==> src/rtl/cu_pkg.sv <==
// Shared definitions for the decode-stage control unit: opcode encodings,
// control-bit positions and the control-vector type.
package cu_pkg;

  typedef logic [6:0] ctl_vec_t;
  typedef logic [4:0] opcode_t;

  localparam int MEM_RD  = 0;
  localparam int MEM_WR  = 1;
  localparam int SP_DEC  = 2;
  localparam int SP_INC  = 3;
  localparam int LD_EA   = 4;
  localparam int ST_EA   = 5;
  localparam int IMM_CTL = 6;

  localparam opcode_t OP_ADD   = 5'b00000;
  localparam opcode_t OP_SETC  = 5'b00001;
  localparam opcode_t OP_INC   = 5'b00010;
  localparam opcode_t OP_CLRC  = 5'b00011;
  localparam opcode_t OP_OUT   = 5'b00100;
  localparam opcode_t OP_MOV   = 5'b00101;
  localparam opcode_t OP_IN    = 5'b00110;
  localparam opcode_t OP_LDM   = 5'b00111;
  localparam opcode_t OP_INT   = 5'b01000;
  localparam opcode_t OP_CALL  = 5'b01001;
  localparam opcode_t OP_U0A   = 5'b01010;
  localparam opcode_t OP_U0B   = 5'b01011;
  localparam opcode_t OP_PUSH  = 5'b01100;
  localparam opcode_t OP_POP   = 5'b01101;
  localparam opcode_t OP_STD   = 5'b01110;
  localparam opcode_t OP_LDD   = 5'b01111;
  localparam opcode_t OP_DEC   = 5'b10000;
  localparam opcode_t OP_SUB   = 5'b10001;
  localparam opcode_t OP_OR    = 5'b10010;
  localparam opcode_t OP_AND   = 5'b10011;
  localparam opcode_t OP_SHL   = 5'b10100;
  localparam opcode_t OP_SHR   = 5'b10101;
  localparam opcode_t OP_NOT   = 5'b10110;
  localparam opcode_t OP_U17   = 5'b10111;
  localparam opcode_t OP_JZ    = 5'b11000;
  localparam opcode_t OP_JNZ   = 5'b11001;
  localparam opcode_t OP_JC    = 5'b11010;
  localparam opcode_t OP_JMP   = 5'b11011;
  localparam opcode_t OP_RET   = 5'b11100;
  localparam opcode_t OP_RTI   = 5'b11101;
  localparam opcode_t OP_RESET = 5'b11110;
  localparam opcode_t OP_NOP   = 5'b11111;

endpackage

==> src/rtl/control_unit_decode.sv <==
// Purely combinational opcode -> control-vector mapping; anything not listed
// as a memory, stack or special-path opcode decodes to all zeros.
module control_unit_decode
  import cu_pkg::*;
(
  input  logic [4:0] opcode,
  output logic [6:0] ctl
);

  always_comb begin
    ctl = '0;
    case (opcode)
      OP_PUSH: begin
        ctl[MEM_WR] = 1'b1;
        ctl[SP_DEC] = 1'b1;
      end
      OP_POP: begin
        ctl[MEM_RD] = 1'b1;
        ctl[SP_INC] = 1'b1;
      end
      OP_STD: begin
        ctl[MEM_WR] = 1'b1;
        ctl[ST_EA]  = 1'b1;
      end
      OP_LDD: begin
        ctl[MEM_RD] = 1'b1;
        ctl[LD_EA]  = 1'b1;
      end
      OP_SETC, OP_CLRC, OP_LDM, OP_SHL, OP_SHR, OP_RET, OP_RTI, OP_NOP: begin
        ctl[IMM_CTL] = 1'b1;
      end
      // ALU, I/O, branch and unassigned codes need none of these paths.
      OP_ADD, OP_INC, OP_OUT, OP_MOV, OP_IN, OP_INT, OP_CALL, OP_U0A, OP_U0B,
      OP_DEC, OP_SUB, OP_OR, OP_AND, OP_NOT, OP_U17,
      OP_JZ, OP_JNZ, OP_JC, OP_JMP, OP_RESET: begin
        ctl = '0;
      end
      default: ;
    endcase
  end

endmodule

==> src/rtl/control_unit.sv <==
// Decode-stage control unit: combinational control vector for decode plus a
// stall/flush-aware registered copy for the execute stage.
module control_unit
  import cu_pkg::*;
(
  input  logic        clk,
  input  logic        rst,
  input  logic [15:0] inst,
  input  logic        en,
  input  logic        flush,
  output logic [6:0]  out,
  output logic [6:0]  out_q
);

  ctl_vec_t out_d;
  logic     unused_operand_bits;

  // Operand fields never influence control decode.
  assign unused_operand_bits = ^inst[10:0];

  control_unit_decode u_decode (
    .opcode (inst[15:11]),
    .ctl    (out)
  );

  // Flush takes priority over a stall so a bubble can be inserted while held.
  always_comb begin
    out_d = out_q;
    if (flush) begin
      out_d = '0;
    end else if (en) begin
      out_d = out;
    end
  end

  always_ff @(posedge clk) begin
    if (rst) begin
      out_q <= '0;
    end else begin
      out_q <= out_d;
    end
  end

endmodule

==> config.mk <==
export PLATFORM = sky130hd
export DESIGN_NAME = control_unit
export DESIGN_NICKNAME = d
export VERILOG_FILES = /design/src/rtl/cu_pkg.sv /design/src/rtl/control_unit_decode.sv /design/src/rtl/control_unit.sv
export SDC_FILE = /design/constraint.sdc
export NUM_CORES = 1
export LEC_CHECK = 0
export ABC_AREA = 1
export CORE_AREA = 5 5 42 44
export CTS_CLUSTER_SIZE = 8
export DETAILED_ROUTE_END_ITERATION = 7
export DIE_AREA = 0 0 47 49
export DONT_BUFFER_PORTS = 1
export PLACE_DENSITY = 0.44
export SLEW_MARGIN = 15
export SYNTH_ARGS = -nofsm -noshare
export SYNTH_HDL_FRONTEND = slang
export SYNTH_HIERARCHICAL = 1
export SYNTH_SLANG_ARGS = --single-unit
==> constraint.sdc <==
create_clock -name clk -period 0.8 [get_ports clk]
set_input_delay 0.04 -clock clk [delete_from_list [all_inputs] [get_ports clk]]
set_output_delay 0.04 -clock clk [all_outputs]
set_load 0.1 [all_outputs]
==> results.md <==
* Status: finished with violations
* Failing checks: negative hold slack, negative setup slack
* Net Count, Synth at 84
* Site Rows at 14
* Kind of end point of the critical path: primary output
* Clock insertion delay at the later pin of the skew report at roughly 250 ps
* Core outline area at 1400 µm²
* Setup WS pre-CTS at -21.7 ps
* Crit-path max FO at 2
* Final net count at ~100
* Final WL at roughly 920 µm
* Largest net degree at the start of global routing at 15
* Largest regs: out_q x7
* Max cap viols at 0
* Layout cells sized above 1 at between 40% and 50%
* Critical Path Slowest Stage Cell: dfxtp_2
* Placed Area at slightly below 700 µm²
* Leak at roughly 0.32 nW
* Dpl cells at 94
* Hold path depth at 2
* Routability Congestion at 0.666
* Synth unique cells at 11
* Buffers & Inverters on Critical Path at 1
* Yosys top cell by area: dfxtp_1
* Final Hold Viols at 7
* Die height at a little under 50 µm
* Worst Skew at 0 ps
* Crit Path Category: reg2out
* Top Family by Delay on Critical Path: flip-flops
* Multi-input logic area at ~260 µm²
* DRC Markers at 0
* Max FFs per register at 7
* Register bit total from synthesis at 7
* Antenna cells at 0
* Critical path arrival at between 700 and 800 ps
* Crit-path cells: buf_12
* Post-route cell area at about 740 µm²
* YS warnings at 6
* Vias post-DR at ~400
* Final min period at just over 800 ps
* Final setup violation count at 7
* Worst path max stage delay at 350 ps
* Tightest Pin Transition at between 200 and 300 ps
* Detailed Place HPWL at 748 µm
* Max_slew headroom at between 80% and 90%
* Reg2reg path depth at 2
* Die W at 47 µm
* Starting Density at around 27%
* Post-synth top area share at a little under two fifths
* DRT Pass-1 Iters at 2
* Num CTS Buffers at 3
* Clock tree buffer depth at 2
* RR Endpoint: out_q[4]$_SDFFE_PP0P_
* Clock Tree Root: clkbuf_4
* Die area at roughly 2300 µm²
* Worst EP required at 760 ps
* RSZ-0062 raised after global routing: true
* Crit path launch type: flop
* CTS clock-pin slew for the worst setup and hold paths at about 50 ps
* Synth top area cells: dfxtp_1 37%, nand2_1 20%, nor2_1 17%, inv_1 9.9%, nor3_1 5.3%
* Fin crit share at 101%
* Mean Syn Cell Area at a little under 6 µm²
* Hold-critical path endpoint: out_q[4]$_SDFFE_PP0P_
* Synth-to-layout area growth at 97.0%
* Vias in the first global route at between 400 and 500
* Drt initial violations at 1
* R2r startpoint: out_q[4]$_SDFFE_PP0P_
* Non-Filler Instances at 98
* Top Ports at 34
* Cells after Synth at 64
* DR vias/cell at just over 4
* # fillers at about 140
* H-tree depth at 1
* PwrDens at 1390 nW/µm²
* F_max at around 1200 MHz
* Grt total ovfl at 0
* Register name with the most flops: out_q
* TritonCTS Sinks at 7
* CTS tree: yes
* Initial antenna violation count at 0
* Post-DRT Antenna Nets at 0
* Port buffer count at 0
* Hold WS at -78.4 ps
* Worst hold path type: in2reg
* Reg area at 149 µm²
* Flop2flop setup slack at around 230 ps
* Min-delay src: en
* Final Max Slew Viols at 0
* Final Util at a little over half
* Sequential cell area fraction in the yosys report at roughly 37%
* Mapped Area at between 300 and 400 µm²
* Max VDD drop at 557 µV
* Drt wl/cell at between 9 and 10 µm
* Final worst setup slack at -10.8 ps
* First-pass GRT wire length at 1.65 mm
* Total track usage at about a tenth
-- power breakdown --
part           switching [mW]  internal (mW)
clock                   0.126          0.190
sequential             0.0116          0.363
combinational           0.235          0.108
-- synth_stat cells --
cell type  number
a21oi_1         1
buf_6           1
dfxtp_1         7
inv_1          10
inv_2           1
nand2_1        20
nand3_2         1
nor2_1         17
nor2_2          1
nor3_1          4
o21ai_0         1
-- layer usage --
| layer | vias to the layer above | wire length (µm) | GRT usage, % |
|---|---|---|---|
| met3 | 4 | 86 | 3.69 |
| li1 | 226 | - | - |
| met5 | - | 0 | 0 |
| met2 | 17 | 444 | 14.9 |
| met1 | 157 | 348 | 10.4 |
| met4 | 0 | 36 | 9.68 |
-- layout by cell type (no fill, tap or decap), drive strengths merged --
cell type and n:
a21oi 1, buf 15, clkbuf 4, clkinvlp 1, dfxtp 7, inv 10
nand2 20, nand3 1, nor2 18, nor3 4, o21ai 1
-- how the worst max path moves through the flow --
stage	cells after the start	end	from
2_1_floorplan	7	out_q[4]$_SDFFE_PP0P_	inst[15]
3_3_place_gp	4	out[4]	inst[15]
3_5_place_dp	4	out[4]	inst[15]
4_1_cts	1	out_q[1]	out_q[1]$_SDFFE_PP0P_
5_1_grt	1	out_q[5]	out_q[5]$_SDFFE_PP0P_
6_report	1	out_q[2]	out_q[2]$_SDFFE_PP0P_
-- cell type report --
| cell class | instances | area share [%] |
|---|---|---|
| Clock buffer | 4 | 3.53 |
| Timing Repair Buffer | 15 | 31.1 |
| Inverter | 11 | 7.73 |
| Sequential cell | 7 | 20.0 |
| Multi-Input combinational cell | 45 | 35.0 |
| Tap cell | 16 | 2.69 |
-- cells by family (layout without fill, tap and decap cells) --
family | count (synthesis) | after routing | synth area share (%)
simple gates | 43 | 43 | 46.4
buf+inv | 12 | 30 | 13.9
flops | 7 | 7 | 37.1
compound gates | 2 | 2 | 2.65
-- metrics by stage --
| stage | setup TNS [ps] | power, mW |
|---|---|---|
| after floorplan | -4620 | 0.643 |
| after global placement | -13.6 | 0.715 |
| after detailed placement | -22.1 | 0.717 |
| after CTS | -118 | 1.04 |
| after global routing | -293 | 1.10 |
| final | -52.1 | 1.03 |
-- repair_timing --
item,in CTS,in global routing
endpoints found under the hold margin,7,7
endpoints found under the setup margin,8,12
resized for setup,2,8
buffers inserted,0,0
Note: power is estimated with default switching activity, not from simulation.
